$ cat src/rtl/top_one_pkg.sv
// Shared constants for the top_one real-time clock counter.
// Latency: n/a (constants only).
// Backpressure: n/a.
package top_one_pkg;

  // Bit width of every time field and of the parallel-load data inputs.
  localparam int WIDTH    = 6;

  // Terminal (last legal) value of each field before it wraps to zero.
  localparam int SEC_MAX  = 59;
  localparam int MIN_MAX  = 59;
  localparam int HOUR_MAX = 23;

endpackage : top_one_pkg

$ cat src/rtl/top_one_mod_counter.sv
// Modulo-(MAX+1) counter stage with synchronous parallel load, used as one field of the RTC.
// Latency: count updates one clock after en/load; carry_out is combinational.
// Backpressure: none; en qualifies counting, load overrides en.
//
// Ports:
//   clock     - rising-edge clock
//   reset_n   - asynchronous active-low reset, forces count to 0
//   en        - count enable (carry-in from the previous stage)
//   load      - synchronous load strobe, wins over en
//   data      - load value; anything above MAX loads 0
//   count     - registered field value, always within 0..MAX
//   carry_out - en & (count == MAX): this stage wraps on the next edge
module mod_counter #(
  parameter int WIDTH = top_one_pkg::WIDTH,
  parameter int MAX   = top_one_pkg::SEC_MAX
) (
  input  logic             clock,
  input  logic             reset_n,
  input  logic             en,
  input  logic             load,
  input  logic [WIDTH-1:0] data,
  output logic [WIDTH-1:0] count,
  output logic             carry_out
);

  localparam logic [WIDTH-1:0] MAX_V = WIDTH'(MAX);
  localparam logic [WIDTH-1:0] ONE_V = WIDTH'(1);

  logic             at_max;
  logic [WIDTH-1:0] load_val;
  logic [WIDTH-1:0] next_count;

  assign at_max    = (count == MAX_V);
  assign carry_out = en & at_max;

  // Out-of-range load data is replaced by 0 so the field can never leave
  // its legal range, even when upstream hands us garbage.
  assign load_val  = (data > MAX_V) ? '0 : data;

  always_comb begin
    next_count = count;
    if (load) begin
      next_count = load_val;
    end else if (en) begin
      next_count = at_max ? '0 : (count + ONE_V);
    end
  end

  always_ff @(posedge clock or negedge reset_n) begin
    if (!reset_n) begin
      count <= '0;
    end else begin
      count <= next_count;
    end
  end

endmodule : mod_counter

$ cat src/rtl/top_one.sv
// Cascaded HH:MM:SS binary real-time counter with parallel load and day-rollover carry.
// Latency: one clock from enable/load to updated count_*; carry_hour is combinational.
// Backpressure: none; enable is a one-second tick qualifier, load overrides enable.
//
// Ports:
//   clock      - rising-edge clock
//   reset_n    - asynchronous active-low reset, clears all fields immediately
//   enable     - advance one second on the next edge
//   load       - load data_sec/data_min/data_hour on the next edge (no count that cycle)
//   data_sec   - seconds load value (>SEC_MAX loads 0)
//   data_min   - minutes load value (>MIN_MAX loads 0)
//   data_hour  - hours load value (>HOUR_MAX loads 0)
//   count_sec  - registered seconds 0..SEC_MAX
//   count_min  - registered minutes 0..MIN_MAX
//   count_hour - registered hours 0..HOUR_MAX
//   carry_hour - high in the cycle before 23:59:59 rolls to 00:00:00
module top_one
  import top_one_pkg::*;
#(
  parameter int WIDTH    = top_one_pkg::WIDTH,
  parameter int SEC_MAX  = top_one_pkg::SEC_MAX,
  parameter int MIN_MAX  = top_one_pkg::MIN_MAX,
  parameter int HOUR_MAX = top_one_pkg::HOUR_MAX
) (
  input  logic             clock,
  input  logic             reset_n,
  input  logic             enable,
  input  logic             load,
  input  logic [WIDTH-1:0] data_sec,
  input  logic [WIDTH-1:0] data_min,
  input  logic [WIDTH-1:0] data_hour,
  output logic [WIDTH-1:0] count_sec,
  output logic [WIDTH-1:0] count_min,
  output logic [WIDTH-1:0] count_hour,
  output logic             carry_hour
);

  logic sec_carry;
  logic min_carry;
  logic hour_carry;

  // Ripple of enables: each stage only advances when every lower stage is
  // at its terminal value and the tick is present. All stages share the
  // same edge, so a full 23:59:59 wrap happens in one cycle. load is fed to
  // every stage in parallel and overrides the cascaded enables locally.
  mod_counter #(
    .WIDTH (WIDTH),
    .MAX   (SEC_MAX)
  ) u_sec (
    .clock     (clock),
    .reset_n   (reset_n),
    .en        (enable),
    .load      (load),
    .data      (data_sec),
    .count     (count_sec),
    .carry_out (sec_carry)
  );

  mod_counter #(
    .WIDTH (WIDTH),
    .MAX   (MIN_MAX)
  ) u_min (
    .clock     (clock),
    .reset_n   (reset_n),
    .en        (sec_carry),
    .load      (load),
    .data      (data_min),
    .count     (count_min),
    .carry_out (min_carry)
  );

  mod_counter #(
    .WIDTH (WIDTH),
    .MAX   (HOUR_MAX)
  ) u_hour (
    .clock     (clock),
    .reset_n   (reset_n),
    .en        (min_carry),
    .load      (load),
    .data      (data_hour),
    .count     (count_hour),
    .carry_out (hour_carry)
  );

  // The stage carries are not gated by load (load wins inside each stage
  // anyway), so the day carry must be masked here: a load at 23:59:59 is
  // not a rollover. During reset all fields read 0, so this is already 0.
  assign carry_hour = hour_carry & ~load;

endmodule : top_one

$ cat config.mk
export PLATFORM = sky130hd
export DESIGN_NAME = top_one
export DESIGN_NICKNAME = d
export VERILOG_FILES = /design/src/rtl/top_one_pkg.sv /design/src/rtl/top_one_mod_counter.sv /design/src/rtl/top_one.sv
export SDC_FILE = /design/constraint.sdc
export NUM_CORES = 1
export LEC_CHECK = 0
export ABC_AREA = 1
export CORE_ASPECT_RATIO = 0.8
export CORE_MARGIN = 2
export CORE_UTILIZATION = 42
export CTS_CLUSTER_SIZE = 8
export DETAILED_ROUTE_END_ITERATION = 16
export PLACE_DENSITY = 0.76
export SYNTH_ARGS = -nofsm -noshare
export SYNTH_HDL_FRONTEND = slang
export SYNTH_SLANG_ARGS = --single-unit
$ cat constraint.sdc
create_clock -name clock -period 1.2 [get_ports clock]
set_input_delay 0.24 -clock clock [delete_from_list [all_inputs] [get_ports clock]]
set_output_delay 0.24 -clock clock [all_outputs]
set_load 0.01 [all_outputs]
==> results by group <==
Route
  • Max layer used: met4
  • Antenna-violating nets left: 0
  • WL/cell: 13.6 um
  • Pre-antenna DRT Iters: 4
  • Routed met3 length: between 200 and 250 um
  • Initial DRC Count: 80
  • Via Count: approximately 1700
  • Via/cell ratio: 5.19
  • Post-Route WL: 4.38 mm
  • Met2 Wirelength: roughly 2.3 mm
  • Routed met1 length: 1.80 mm
  • # DRC: 0

Timing
  • Worst-margin pin slew: 0.290 ns
  • Final hold vios: 0
  • Slew Limit Fails: 0
  • Sum Neg Setup Slack: -4.15 ns
  • Final worst slack: -0.485 ns
  • Final period util: 140%
  • Hold WS: about 0.31 ns
  • # setup viols final: 21
  • Tmin final: 1.69 ns
  • Fmax: around 0.59 GHz
  • RSZ-0062 raised after global routing: true
  • Final setup skew: 0.00281 ns
  • Slew headroom: roughly 81%

Worst setup path
  • Worst path max stage delay: approximately 0.38 ns
  • Delay-heaviest family, CP: simple AND/OR/NAND/NOR gates
  • Buf+Inv Stages, Crit Path: 2
  • Crit-path cells: ha_4 -> inv_2 -> nor2_2 -> nand3_2 -> nor4_4 -> buf_2
  • Req. time, crit path: around 0.96 ns
  • Worst EP arrival: 1.45 ns
  • Slowest-stage cell, CP: dfrtp_2
  • CP endpoint kind: output pin
  • CP max FO: 2
  • Worst Path Class, Setup: reg2out
  • Crit path launch type: register

Finish
  • Layout cell share with drive strength beyond 1: about two fifths
  • Design area: 2300 um2
  • Ant diodes: 0
  • Fin util: between 70% and 80%
  • Area growth syn-to-layout: 72.1%
  • Total Nets Final: slightly above 300
  • Fill cell count: between 200 and 250
  • Layout Cells excl Fill: 321

Placement
  • Placed Cells: 311
  • Number of port buffers: 40
  • Pre-CTS setup slack: -0.634 ns
  • Placer Congestion: ~0.83
  • Cell Area, Placed: between 2000 and 2500 um2
  • Post-DP HPWL: roughly 3 mm

CTS
  • Clock transition at the registers of the reported paths: approximately 0.070 ns
  • H-tree levels: 1
  • CTS Buf Count: 3
  • Clock Sinks: 18
  • Hold_buf cts: 0
  • Worst skew pair latency: between 0.2 and 0.3 ns
  • Root Driver: clkbuf_8
  • CTS tree: yes
  • Clk buf depth: 2

Die
  • Die width: 67.0 um
  • Die height: 54.4 um
  • Initial core utilization: about 44%
  • Std-Cell Rows: 18
  • Core area: 3060 um2
  • Boundary pin count: 41
  • Die Area: between 3000 and 4000 um2

Yosys
  • Ys async rst share: 100%
  • Yosys reg bits: 18
  • Most used flip-flop cell after synthesis: dfrtp_1
  • Number of synthesized flops with an enable pin: 0
  • Syn avg cell area: around 6.6 um2
  • Synth Instances: between 200 and 250
  • Post-Synthesis Cell Area: about 1300 um2
  • Post-synthesis sequential area ratio: between 30% and 40%
  • Synth cell types: 28
  • Yosys warning count: 0
  • Net count after synthesis: 226

Job
  • Max-Cap Viols: 0

Hold path
  • Worst Hold Class: in2async

GRT
  • Initial antenna violation count: 0
  • Gr ovfl total: 0
  • Total Routing Usage GR: 24.7%
  • Vias in the first global route: 1528
  • First-pass GRT wire length: approximately 6.7 mm
  • Largest net degree at the start of global routing: 19

Pwr
  • Tot Pwr: ~2.5 mW
  • Max VDD drop: ~0.00096 V
  • PwrDens: 1110 nW/um2
  • P_leak: roughly 1.1 nW

Status
  • Outcome: complete, but fails checks
  • Failing checks: setup timing
report_power, final:
| group | switching, mW | total [mW] | internal [mW] |
|---|---|---|---|
| Combinational | 0.664 | 1.30 | 0.633 |
| Sequential | 0.0834 | 0.796 | 0.712 |
| Clock | 0.210 | 0.446 | 0.236 |
cells in the final DEF, fill, tap and decap left out, types with 4 or more instances in the layout:
cell,n
a21oi_2,6
nand2_2,9
inv_1,10
buf_6,22
a21oi_1,9
nand4_1,4
nand2_1,69
nor2_1,19
dfrtp_2,5
o21bai_1,4
clkdlybuf4s50_1,20
nand3_2,7
nor2_4,4
buf_4,23
buf_2,13
nor2_2,6
dfrtp_1,13
nand3_1,7
o21ai_1,4
worst reg2reg max path: cells and delay by family (launching register included):
kind | cells | cell delay (ns)
flops | 1 | 0.42
simple gates | 4 | 0.39
buf+inv | 2 | 0.24
fa+ha+maj | 1 | 0.17
compound gates | 1 | 0.16
kinds of logic after synthesis:
family                     Yosys count  share of synthesized area (%)
AOI/OAI and AO/OA                   27                           11.2
xor gates and xnor gates             1                          0.657
adders and majority gates            3                           2.81
buffers and inverters               18                           6.57
DFF                                 18                           33.8
and+or+nand+nor                    134                           45.0
synth_stat cells, types with 2 or more instances:
cell type | count | share of area (%)
a21oi_1 | 15 | 5.6
dfrtp_1 | 18 | 34
ha_1 | 3 | 2.8
inv_1 | 11 | 3.1
inv_2 | 2 | 0.56
nand2_1 | 78 | 22
nand2_2 | 2 | 0.94
nand2_4 | 3 | 2.5
nand3_1 | 14 | 5.3
nand4_1 | 4 | 1.9
nor2_1 | 22 | 6.2
nor2_2 | 5 | 2.3
nor2_4 | 2 | 1.7
o21ai_0 | 2 | 0.75
o21ai_1 | 4 | 1.5
o21bai_1 | 4 | 2.3
metal layers:
metal  global-route usage, %  vias up
met2                    44.9       53
met5                       0        -
met4                    7.82        0
li1                        -      814
met1                    30.1      792
met3                    4.32        6
cell type report:
cell class                      instances  area, um2  share of cell area, %
Multi-Input combinational cell        165        983                   42.8
Timing Repair Buffer                   79        694                   30.2
Sequential cell                        18        457                   19.9
Inverter                               15       66.3                   2.89
Tap cell                               40       50.0                   2.18
Clock buffer                            4       45.0                   1.96
timing repair:
action | CTS | global route
gates resized for setup | 104 | 34
endpoints found under the setup margin | 37 | 28
pin swaps | 18 | 10
setup buffers | 6 | 7
sequential cells by signal, summed over array words and instances (netlist names):
name and cells:
u_sec.count 6, u_min.count 6, u_hour.count 6
worst paths after layout:
kind                                  from               to  slack [ns]  cells after the start
min                                reset_n   u_sec.count[0]        0.31                      2
min reg2reg                u_hour.count[4]  u_hour.count[4]        0.59                      3
max                         u_sec.count[1]       carry_hour       -0.49                      6
max in group asynchronous          reset_n   u_min.count[1]        0.66                      2
min in group clock             data_sec[1]   u_sec.count[1]        0.58                      3
max reg2reg                 u_sec.count[0]   u_sec.count[5]       -0.25                      8
Power figures use the tool's default switching activity.
